===== src/rtl/cond_branch_unit.sv =====
// Conditional/unconditional branch resolver with flag forwarding, registered PC redirect,
// timed pipeline flush and saturating branch statistics.
module cond_branch_unit #(
  parameter int ADDR_W       = 64,
  parameter int FLUSH_CYCLES = 1,
  parameter int CNT_W        = 16
) (
  input  logic              clk,
  input  logic              reset,
  input  logic              br_valid,
  input  logic              is_uncond,
  input  logic              is_cbz,
  input  logic              is_bcond,
  input  logic [3:0]        cond,
  input  logic              reg_zero,
  input  logic [ADDR_W-1:0] pc,
  input  logic [25:0]       br_offset,
  input  logic              zero,
  input  logic              negative,
  input  logic              overflow,
  input  logic              carryout,
  input  logic              ex_flagWrite,
  input  logic              ex_zero,
  input  logic              ex_negative,
  input  logic              ex_overflow,
  input  logic              ex_carryout,
  output logic              redirect,
  output logic [ADDR_W-1:0] redirect_pc,
  output logic              flush,
  output logic              busy,
  output logic [CNT_W-1:0]  br_count,
  output logic [CNT_W-1:0]  taken_count
);

  typedef enum logic [1:0] {IDLE = 2'd0, REDIRECT = 2'd1, FLUSH = 2'd2} state_t;

  localparam int FC_W = (FLUSH_CYCLES > 1) ? $clog2(FLUSH_CYCLES) : 1;
  localparam logic [FC_W-1:0] FC_LOAD = (FLUSH_CYCLES > 0) ? FC_W'(FLUSH_CYCLES - 1) : {FC_W{1'b0}};
  localparam bit HAS_FLUSH = (FLUSH_CYCLES > 0);

  // Condition codes come in complementary pairs: bits [3:1] pick the test, bit 0 inverts it,
  // except the top pair which is always true.
  function automatic logic cond_true(input logic [3:0] c, input logic z, input logic n,
                                     input logic v, input logic cy);
    logic base;
    case (c[3:1])
      3'd0:    base = z;
      3'd1:    base = cy;
      3'd2:    base = n;
      3'd3:    base = v;
      3'd4:    base = cy & ~z;
      3'd5:    base = (n == v);
      3'd6:    base = ~z & (n == v);
      3'd7:    base = 1'b1;
      default: base = 1'b0;
    endcase
    if (c[3:1] == 3'd7) begin
      return 1'b1;
    end else begin
      return base ^ c[0];
    end
  endfunction

  state_t              state_r, state_next_s;
  logic [FC_W-1:0]     flush_cnt_r;
  logic                redirect_r, flush_r, busy_r;
  logic [ADDR_W-1:0]   redirect_pc_r;
  logic [CNT_W-1:0]    br_count_r, taken_count_r;
  logic                z_s, n_s, v_s, c_s;
  logic                taken_s, accept_s;
  logic [ADDR_W-1:0]   off_ext_s, target_s;

  // Effective flags, branch decision and target.
  always_comb begin
    z_s = zero;
    n_s = negative;
    v_s = overflow;
    c_s = carryout;
    if (ex_flagWrite) begin
      z_s = ex_zero;
      n_s = ex_negative;
      v_s = ex_overflow;
      c_s = ex_carryout;
    end else begin
      z_s = zero;
      n_s = negative;
      v_s = overflow;
      c_s = carryout;
    end
    if (is_uncond) begin
      taken_s = 1'b1;
    end else if (is_cbz) begin
      taken_s = reg_zero;
    end else if (is_bcond) begin
      taken_s = cond_true(cond, z_s, n_s, v_s, c_s);
    end else begin
      taken_s = 1'b0;
    end
    accept_s  = br_valid & (state_r == IDLE);
    off_ext_s = ADDR_W'($signed(br_offset));
    target_s  = pc + {off_ext_s[ADDR_W-3:0], 2'b00};
  end

  // Next-state logic.
  always_comb begin
    state_next_s = state_r;
    case (state_r)
      IDLE: begin
        if (accept_s && taken_s) begin
          state_next_s = REDIRECT;
        end else begin
          state_next_s = IDLE;
        end
      end
      REDIRECT: begin
        if (HAS_FLUSH) begin
          state_next_s = FLUSH;
        end else begin
          state_next_s = IDLE;
        end
      end
      FLUSH: begin
        if (flush_cnt_r == {FC_W{1'b0}}) begin
          state_next_s = IDLE;
        end else begin
          state_next_s = FLUSH;
        end
      end
      default: state_next_s = IDLE;
    endcase
  end

  // State, flush down-counter and registered control outputs.
  always_ff @(posedge clk or posedge reset) begin
    if (reset) begin
      state_r     <= IDLE;
      flush_cnt_r <= {FC_W{1'b0}};
      redirect_r  <= 1'b0;
      flush_r     <= 1'b0;
      busy_r      <= 1'b0;
    end else begin
      state_r    <= state_next_s;
      redirect_r <= (state_next_s == REDIRECT);
      flush_r    <= (state_next_s != IDLE);
      busy_r     <= (state_next_s != IDLE);
      if (state_r == REDIRECT) begin
        flush_cnt_r <= FC_LOAD;
      end else if ((state_r == FLUSH) && (flush_cnt_r != {FC_W{1'b0}})) begin
        flush_cnt_r <= flush_cnt_r - FC_W'(1);
      end
    end
  end

  // Redirect target capture and saturating statistics.
  always_ff @(posedge clk or posedge reset) begin
    if (reset) begin
      redirect_pc_r <= {ADDR_W{1'b0}};
      br_count_r    <= {CNT_W{1'b0}};
      taken_count_r <= {CNT_W{1'b0}};
    end else if (accept_s) begin
      if (br_count_r != {CNT_W{1'b1}}) begin
        br_count_r <= br_count_r + CNT_W'(1);
      end
      if (taken_s) begin
        redirect_pc_r <= target_s;
        if (taken_count_r != {CNT_W{1'b1}}) begin
          taken_count_r <= taken_count_r + CNT_W'(1);
        end
      end
    end
  end

  assign redirect    = redirect_r;
  assign redirect_pc = redirect_pc_r;
  assign flush       = flush_r;
  assign busy        = busy_r;
  assign br_count    = br_count_r;
  assign taken_count = taken_count_r;

endmodule


===== config.mk =====
export PLATFORM = sky130hd
export DESIGN_NAME = cond_branch_unit
export DESIGN_NICKNAME = d
export VERILOG_FILES = /design/src/rtl/cond_branch_unit.sv
export SDC_FILE = /design/constraint.sdc
export NUM_CORES = 1
export LEC_CHECK = 0
export CAP_MARGIN = 20
export CORE_ASPECT_RATIO = 0.8
export CORE_MARGIN = 2
export CORE_UTILIZATION = 35
export CTS_CLUSTER_DIAMETER = 120
export DETAILED_ROUTE_END_ITERATION = 12
export DONT_BUFFER_PORTS = 1
export PLACE_DENSITY_LB_ADDON = 0.25
export SETUP_SLACK_MARGIN = 0.05
export SLEW_MARGIN = 20
export SYNTH_ARGS = -nofsm -noshare
export SYNTH_HDL_FRONTEND = slang
export SYNTH_SLANG_ARGS = --single-unit

===== constraint.sdc =====
create_clock -name clk -period 9 [get_ports clk]
set_input_delay 1.8 -clock clk [delete_from_list [all_inputs] [get_ports clk]]
set_output_delay 1.8 -clock clk [all_outputs]
set_load 0.05 [all_outputs]

==> impl_metrics.ini <==
[timing]
finalCritPeriodShare_pct = 48.2
tns_ns = 0
setup_viol = 0
timing.fmax_ghz = 0.231
drv_slew = 0
period_needed_ns = 4.34
hold_viol_final = 0
worstMarginPinSlew_ns = 0.889
clock_skew_ns = 0.0101
rsz0062_at_grt = false
slew-limit-headroom_pct = 40.8

[worst_setup_path]
cp.arrival_ns = 4.57
worst-r2r-cell-count = 8
worstReg2RegStart = state_r[1]
r2r_setup_slack_ns = 5.69
required_ns = 9.24
path_class = in2reg
endpoint_kind = flip-flop
timing.rr.end = redirect_pc[40]
path_max_fanout = 74
start_kind = input pin

[global_routing]
antenna_found_initial = 0
use_met3_pct = 5.40
busiest_layer = met2
grt_util_met1_pct = 25.1
grt_pass1_vias = 5986
grt_pass1_wl_um = 32700
gr-usage-met2_pct = 26.7
grt.overflow.total = 0
grt_max_degree = 75
grt.total_usage_pct = 17.7

[logic_synthesis]
synth-adder-area-share_pct = 10.3
post_synth.cell_area_avg_um2 = 8.69
muxShareOfSynthArea_pct = 3.36
synth_simple_gate_area_share_pct = 18.0
yosysUniqueCellTypes = 79
synth_xor_area_share_pct = 8.85
synth_seq_cells = 101
mappedNetlistArea_mm2 = 0.00782
yosysSeqAreaShare_pct = 32.3
syn-num-nets = 1074
yosys.area.top_type = dfrtp_1
synthFlopType = dfrtp_1
syn_inst = 900
synth_area_leaders = dfrtp_1 32%, ha_1 10%, a21oi_1 7.2%
synthDominantCellAreaShare_pct = 32.3
synth_top_family_by_area = compound AO/OA/AOI/OAI gates
synth_compound_area_share_pct = 23.1
ys_async_sr_fraction_pct = 100
yosysWarnings = 0
synth-edff-count = 0

[pwr]
irDropWorstVdd_mv = 0.154
internal_power_uw = 996
power.share.clock_pct = 17.7
switchingPower_mw = 1.17
p_comb_share_pct = 22.7
swShare_pct = 54.0
seq_power_share_pct = 59.6
powerDensity_mw_per_mm2 = 262
power_leakage_nw = 3.60

[place]
gp_congestion = 0.851
port_buffers = 0
dp_hpwl_um = 16300

[routing]
route.antenna.remaining_nets = 0
drc = 0
post_drt_wl_per_cell_um = 17.8
dr.pass1.iters = 5
initialDrtViolationCount = 404
dr_total_vias = 6420
wirelength_um = 21000
viasPerCell = 5.45

[hold_path]
hp-class = reg2reg
min_from = flush_cnt_r
holdPathStages = 1
hold_path_end = flush_cnt_r

[cells_and_area]
final_common_cell = a21oi_1
n_fill_cell = 2244
drive_gt1_share_pct = 5.35
fin_util_pct = 38.0
synthToLayoutAreaGrowth_pct = 5.73
finalNetCount = 1047
n_antenna_cell = 0
layout_common_cells = 113 x a21oi_1, 101 x dfrtp_1, 91 x nor2_1, 89 x nand2_1, 63 x ha_1

[cts]
clockBufferDepth = 2
post_cts_resize_count = 0
htreeDepth = 3
postCtsHoldBufs = 0
cts.sink_count = 101
cts_tree = built
clk_pin_slew_worst_paths_ns = 0.07
cts-root-buf = clkbuf_16
cts_setup_buffers = 0
numCtsBuffers = 9
clock_latency_ns = 0.36

[floorplanning]
row_count = 48
initial_utilization_pct = 36.0
chipWidth_um = 171
core_area_mm2 = 0.0217
dieArea_mm2 = 0.0236
fp.dieH_um = 138
ioPinCount = 209

[outcome]
status = complete, no violations

[job]
drv_cap = 0
cell type report:
cell class	instances	area [um^2]	share of cell area [%]
multi-input combinational	737	4980	60.2
sequential	101	2530	30.6
tap	300	375	4.54
clock buffer	9	225	2.72
inverter	22	87.6	1.06
clock inverter	7	56.3	0.681
timing repair buffer	2	15.0	0.182
synth_stat cells (3+ instances only):
cell type	instances
a211o_1	4
a211oi_1	12
a21o_1	34
a21oi_1	113
a221oi_1	3
a31oi_1	7
and2_1	4
and3_1	13
buf_2	11
buf_4	6
buf_6	5
clkbuf_1	16
dfrtp_1	101
ha_1	63
inv_1	21
mux2_1	13
mux2_2	3
mux2i_1	6
nand2_1	89
nand2b_1	8
nand3_1	17
nand4_1	24
nor2_1	91
nor2b_1	12
nor3_1	11
o211ai_1	8
o21a_1	5
o21ai_0	37
o21ai_1	3
o21bai_1	8
o31a_1	4
o31ai_1	6
or3_1	6
xnor2_1	47
xor2_1	32
sequential cells by signal, summed over array words and instances, names as in the netlist:
signal       cells
redirect_pc     64
br_count        16
taken_count     16
state_r          2
busy             1
flush_cnt_r      1
redirect         1
worst max-delay path by stage:
| stage | cells after the start | endpoint | startpoint |
|---|---|---|---|
| final | 8 | redirect_pc[40] | br_valid |
| after global routing | 8 | redirect_pc[40] | br_valid |
| after CTS | 9 | redirect_pc[40] | ex_flagWrite |
| after detailed placement | 9 | redirect_pc[49] | ex_flagWrite |
| after global placement | 9 | redirect_pc[40] | ex_flagWrite |
| after floorplan | 1 | br_count[0] | reset |
power by group through the flow:
stage	clock, mW	combinational [mW]	sequential, mW
after floorplan	0	0.420	1.24
after detailed placement	0	0.493	1.31
after CTS	0.401	0.495	1.30
after global routing	0.419	0.562	1.32
after global placement	0	0.485	1.31
final	0.383	0.492	1.29
metal layers:
layer | up-vias | share of wire (%)
li1 | 3204 | -
met4 | 0 | 0.72
met5 | - | 0
met2 | 160 | 43
met3 | 9 | 7.5
met1 | 3047 | 49
kinds of logic (layout without fill, tap and decap cells):
logic type,Yosys count,in the layout
and+or+nand+nor,294,294
AOI/OAI and AO/OA,277,277
DFF,101,101
xor gates and xnor gates,79,79
adders and majority gates,64,64
buffers and inverters,62,40
muxes,23,23
worst max-delay path, cell delays in order:
cell,delay [ns]
nor3b_1,0.49
and3_1,0.27
and3_1,0.16
a21oi_1,0.04
and2_4,0.31
inv_4,0.35
buf_4,0.67
mux2_2,0.41
stage by stage:
stage,std cells,power [mW],area (um^2),hold slack (ns),worst slack (ns)
after floorplan,900,1.66,7820,0.445,4.55
after global placement,1162,1.79,7990,0.465,4.31
after detailed placement,1162,1.80,7990,0.468,4.26
after CTS,1178,2.19,8270,0.490,4.64
after global routing,1178,2.30,8270,0.516,4.41
final,1178,2.17,8270,0.482,4.66
(Power assumes the default switching activity.)
==> RTL edit 1 (same flow settings) <==
Reset style: synchronous (`reset`), changed in 2 clocked blocks.
--- a/src/rtl/cond_branch_unit.sv
+++ b/src/rtl/cond_branch_unit.sv
@@ -133,3 +133,3 @@
   // State, flush down-counter and registered control outputs.
-  always_ff @(posedge clk or posedge reset) begin
+  always_ff @(posedge clk) begin
     if (reset) begin
@@ -154,3 +154,3 @@
   // Redirect target capture and saturating statistics.
-  always_ff @(posedge clk or posedge reset) begin
+  always_ff @(posedge clk) begin
     if (reset) begin
Formal check against the unedited RTL: differs if reset is asserted again (counterexample within 4 cycles, from zero or initial values and one cycle with reset high); with reset held inactive, the same outputs for 4 cycles.
==> RTL edit 1 against the original RTL <==
Sequential cell count unchanged. Worst setup slack worse by 450 ps. Clock power up 9.4%. Highest routed layer unchanged. Total power down 35%. Die area up 0.56%. Largest cell class unchanged. Design area up 1.2%. Fmax down 9.5%. Combinational power down 27%. Critical path type unchanged. Synthesized cell count up 14%. Global-route usage up 1.6 points. Area after synthesis up 0.58%. Routed wire length up 12%.
==> RTL edit 1: results (changes against the original RTL) <==
stage,metric,value,unit,change
setup_path,endpoint,redirect_pc[52],,
route,num_vias,7338,,+14%
setup_path,r2r_slack,5790,ps,+100 ps
global_route,grt_pass1_wl,37100,um,+13%
yosys,ys_async_sr_fraction,0,%,-100 points
clocking,post_cts.repair.setup_buffers,0,,unchanged
yosys,syn-instance-count,1028,,+14%
setup_path,critical_path_arrival,5080,ps,+510 ps
yosys,synth.top_cell.area_share,25.7,%,-6.6 points
place,gp_congestion,0.874,,+2.8%
clocking,worstSkewPairLatency,350,ps,
route,drt_pass1_iterations,5,,unchanged
timing,fin_skew,5.83,ps,-4.28 ps
pwr,ir_drop,0.0853,mV,-45%
route,wl_per_cell,18.0,um,+1.0%
yosys,yosys-top-cells-area,"dfxtp_1 26%, ha_1 10%, a21oi_1 7.7%",,
setup_path,reg2reg_from,taken_count[3],,
setup_path,path_max_fanout,6,,-92%
cells_and_area,antenna_cells,0,,unchanged
setup_path,slowest_stage,a2111oi_2,,
yosys,synth_nets,1202,,+12%
yosys,synth_cell_types,80,,+1.3%
setup_path,rr_endpoint,taken_count[13],,
place,io_buffers,0,,unchanged
place,placedInstanceArea,8050,sq um,+0.78%
setup_path,reg2reg_depth,9,,+1
clocking,cts_max_path_buffers,2,,unchanged
yosys,post_synth_fa_ha_maj_area_fraction,10.3,%,-0.059 points
setup_path,path_delay_family,compound AO/OA/AOI/OAI gates,,
clocking,clkTransAtPathRegs,90,ps,+20 ps
status,status,"finished, final reports clean",,
global_route,antenna_found_initial,0,,unchanged
clocking,root_buffer,clkbuf_16,,
yosys,ys_seq_area_share,25.7,%,-6.6 points
yosys,synthMuxAreaShare,1.07,%,-2.3 points
yosys,synth_compound_area_share,27.5,%,+4.3 points
global_route,grt_usage,19.3,%,+1.6 points
global_route,grt_pass1_vias,7027,,+17%
yosys,synth_commonest_cells,"140 x nand2_1, 121 x a21oi_1, 101 x dfxtp_1",,
setup_path,cpPeakStageDelay,810,ps,+140 ps
cells_and_area,nets,1168,,+12%
cells_and_area,final_cells,1305,,+11%
pwr,p_leak,3.18,nW,-12%
route,drt-initial-drc-count,454,,+12%
place,dp_hpwl,17500,um,+7.3%
global_route,grt_max_degree,96,,+28%
setup_path,startpoint,pc[2],,
yosys,synth_xor_area_share,6.35,%,-2.5 points
timing,worst_pin_slew,984,ps,+94.8 ps
cells_and_area,drive_gt1_share,5.01,%,-0.35 points
## RTL edit 1: cell types whose count changed after synthesis, sizes merged, moves of 9 or more
cell / before / now
nor2: 92 / 80
mux2: 16 / 5
and2: 5 / 16
o21ai: 42 / 51
o21a: 5 / 15
xor2: 32 / 20
nand3: 19 / 32
dfxtp: 0 / 101
xnor2: 47 / 37
a21oi: 113 / 123
nand2: 89 / 141
nor3: 13 / 25
dfrtp: 101 / 0
nand3b: 1 / 13
## RTL edit 1: metal layers
metal | track usage [%] | up-vias | routed length [um]
met1 | 26.5 | 3395 | 11400
met5 | 0 | - | 0
met3 | 6.33 | 19 | 1890
met2 | 29.3 | 213 | 9840
met4 | 4.73 | 0 | 303
li1 | - | 3711 | -
## RTL edit 1: power breakdown
group	internal (mW)	switching, mW
Sequential	0.479	0.141
Combinational	0.142	0.216
Clock	0.201	0.217
Total	0.823	0.574
## RTL edit 1: layout make-up
type / count / area [sq um]
well taps: 306 / 383
repair buffers: 2 / 15.0
flip-flops and latches: 101 / 2020
clock buffers: 9 / 225
inverters: 24 / 90.1
clock inverters: 7 / 93.8
fillers: 2316 / 13900
multi-input cells: 856 / 5540
## RTL edit 1: how the worst min path moves through the flow
stage / cells after the start / slack, ps / to / from
2_1_floorplan: 1 / 460 / flush_cnt_r / flush_cnt_r
3_3_place_gp: 1 / 470 / flush_cnt_r / flush_cnt_r
3_5_place_dp: 1 / 470 / flush_cnt_r / flush_cnt_r
4_1_cts: 1 / 480 / flush_cnt_r / flush_cnt_r
5_1_grt: 1 / 500 / flush_cnt_r / flush_cnt_r
6_report: 1 / 480 / flush_cnt_r / flush_cnt_r
## RTL edit 1: logic make-up (layout without fill, tap and decap cells)
family	count (synthesis)	count (layout)
AND/OR/NAND/NOR	399	399
AO/OA/AOI/OAI	329	329
flip-flops	101	101
buffers and inverters	71	42
adder cells (fa/ha/maj)	64	64
XOR/XNOR	57	57
multiplexers	7	7
## RTL edit 1: worst register-to-register path, stage by stage (launching register included)
cell and delay, ps:
dfxtp_1 740, and3_1 300, and3_1 250, nand4_1 150, nor2_1 370, and2_1 350, and3_1 460, nor3_2 150
a31o_2 280, a21oi_1 110
## RTL edit 1: metrics by stage
stage / hold WS, ps / worst slack [ps]
5_1_grt: 496 / 4040
2_1_floorplan: 463 / 4720
4_1_cts: 485 / 4320
6_report: 484 / 4210
3_3_place_gp: 467 / 4010
3_5_place_dp: 472 / 3950
==> RTL edit 2 (same flow settings) <==
Without the edit above. `ADDR_W`: 64 -> 96.
--- a/src/rtl/cond_branch_unit.sv
+++ b/src/rtl/cond_branch_unit.sv
@@ -3,3 +3,3 @@
 module cond_branch_unit #(
-  parameter int ADDR_W       = 64,
+  parameter int ADDR_W       = 96,
   parameter int FLUSH_CYCLES = 1,
Ports: changed (resized pc and redirect_pc); port bits go from 209 to 273. No check against the original RTL was run, so the function may have changed too.
==> RTL edit 2 against the original RTL <==
Worst setup slack worse by 850 ps. Sequential power is 35% higher. Largest cell class unchanged. Area after synthesis is 39% higher. Total power is 47% higher. Global-route usage is 2.5 points higher. Critical endpoint is now redirect_pc[80]. Register-to-register slack better by 420 ps. Routed wire length is 59% higher. First-iteration DRC count is 78% higher. Fmax is 16% lower. Sequential cell count is 32 higher. Design area is 43% higher.
==> RTL edit 2: results (changes against the original RTL) <==
stage,metric,value,unit,change
route,wl_met1,16000,um,+56%
global_route,grt_pass1_vias,9039,,+51%
clocking,htreeDepth,4,,+1
status,status,"finished, final reports clean",,
yosys,yosys-top-cells-area,"dfrtp_1 31%, ha_1 11%, nand2_1 6.8%",,
timing,fin_skew,11.7,ps,+1.57 ps
yosys,synth_commonest_cells,"197 x nand2_1, 144 x o21ai_0, 133 x dfrtp_1",,
setup_path,cpPeakStageDelay,620,ps,-50 ps
clocking,cts_buffers,17,,+8
setup_path,reg2reg_depth,6,,-2
global_route,grt_use_met2,29.8,%,+3.0 points
clocking,worstSkewPairLatency,430,ps,+70 ps
setup_path,endpoint,redirect_pc[80],,
global_route,grt_use_met1,28.3,%,+3.2 points
cells_and_area,nets,1539,,+47%
pwr,p_leak,5.17,nW,+44%
setup_path,path_max_fanout,5,,-93%
route,wirelength,33400,um,+59%
route,route.met2.wl,14200,um,+57%
global_route,grtUsageMet3,6.18,%,+0.78 points
cells_and_area,drive_gt1_share,4.26,%,-1.1 points
route,num_vias,9723,,+51%
route,drt-initial-drc-count,719,,+78%
setup_path,startpoint,pc[2],,
setup_path,rr_endpoint,redirect_pc[29],,
global_route,grt_max_degree,98,,+31%
pwr,clkPwrFrac,23.2,%,+5.5 points
route,wl_met3,2550,um,+61%
timing,worst_pin_slew,892,ps,+2.95 ps
yosys,synth_nets,1585,,+48%
place,dp_worst_setup_slack,3370,ps,-892 ps
route,drt_pass1_iterations,6,,+1
setup_path,slowest_stage,a31oi_1,,
place,gp_congestion,0.890,,+4.6%
hold_path,min_path_cells,2,,+1
timing,setup_ws,3810,ps,-850 ps
setup_path,reg2reg_from,state_r[0],,
cells_and_area,final.fill_count,3161,,+41%
setup_path,r2r_slack,6110,ps,+420 ps
setup_path,path_delay_family,compound AO/OA/AOI/OAI gates,,
cells_and_area,largest_register_ffs,96,,+50%
pwr,p_int,1.52,mW,+52%
==> RTL edit 2: changes by cell type after synthesis, sizes merged, moves of 13 or more <==
cell    unedited run  this run
nand2             89       197
o21bai             9        27
xnor2             47        72
o21ai             42       147
nand4             25        40
xor2              32        46
dfrtp            101       133
ha                63        95
a21oi            113       127
nor2              92        74
clkbuf            18        60
a21o              34        53
buf               22         8
nand3             19        32
==> RTL edit 2: worst min-delay path, delay by kind of cell, from the launching register on <==
family | cells | cell delay [ps]
buffers and inverters | 1 | 50
flip-flops | 1 | 380
AND/OR/NAND/NOR | 1 | 40
==> RTL edit 2: stage by stage <==
| stage | util, % | cells | power, mW | area [sq um] | hold WS (ps) |
|---|---|---|---|---|---|
| 4_1_cts | 38.6 | 1727 | 3.21 | 11800 | 504 |
| 2_1_floorplan | - | 1347 | 2.21 | 10900 | 473 |
| 3_5_place_dp | 36.6 | 1695 | 2.46 | 11200 | 495 |
| 5_1_grt | 38.6 | 1727 | 3.35 | 11800 | 528 |
| 6_report | 38.6 | 1727 | 3.18 | 11800 | 501 |
| 3_3_place_gp | 36.6 | 1695 | 2.45 | 11200 | 486 |
==> RTL edit 2: cells by family after synthesis <==
logic type      after synthesis  share of synthesized area (%)
fa+ha+maj                    96                           11.1
buf+inv                     101                           3.57
flops                       133                           30.6
compound gates              448                           25.3
simple gates                438                           18.7
xor+xnor                    118                           9.49
mux                          13                           1.28
==> RTL edit 2: layout make-up <==
class / instances / area, sq um / area share [%]
clock inverter: 12 / 154 / 1.30
inverter: 33 / 129 / 1.09
multi-input combinational: 1113 / 7190 / 60.9
clock buffer: 20 / 457 / 3.87
sequential: 133 / 3330 / 28.2
timing repair buffer: 3 / 22.5 / 0.191
tap: 413 / 517 / 4.38
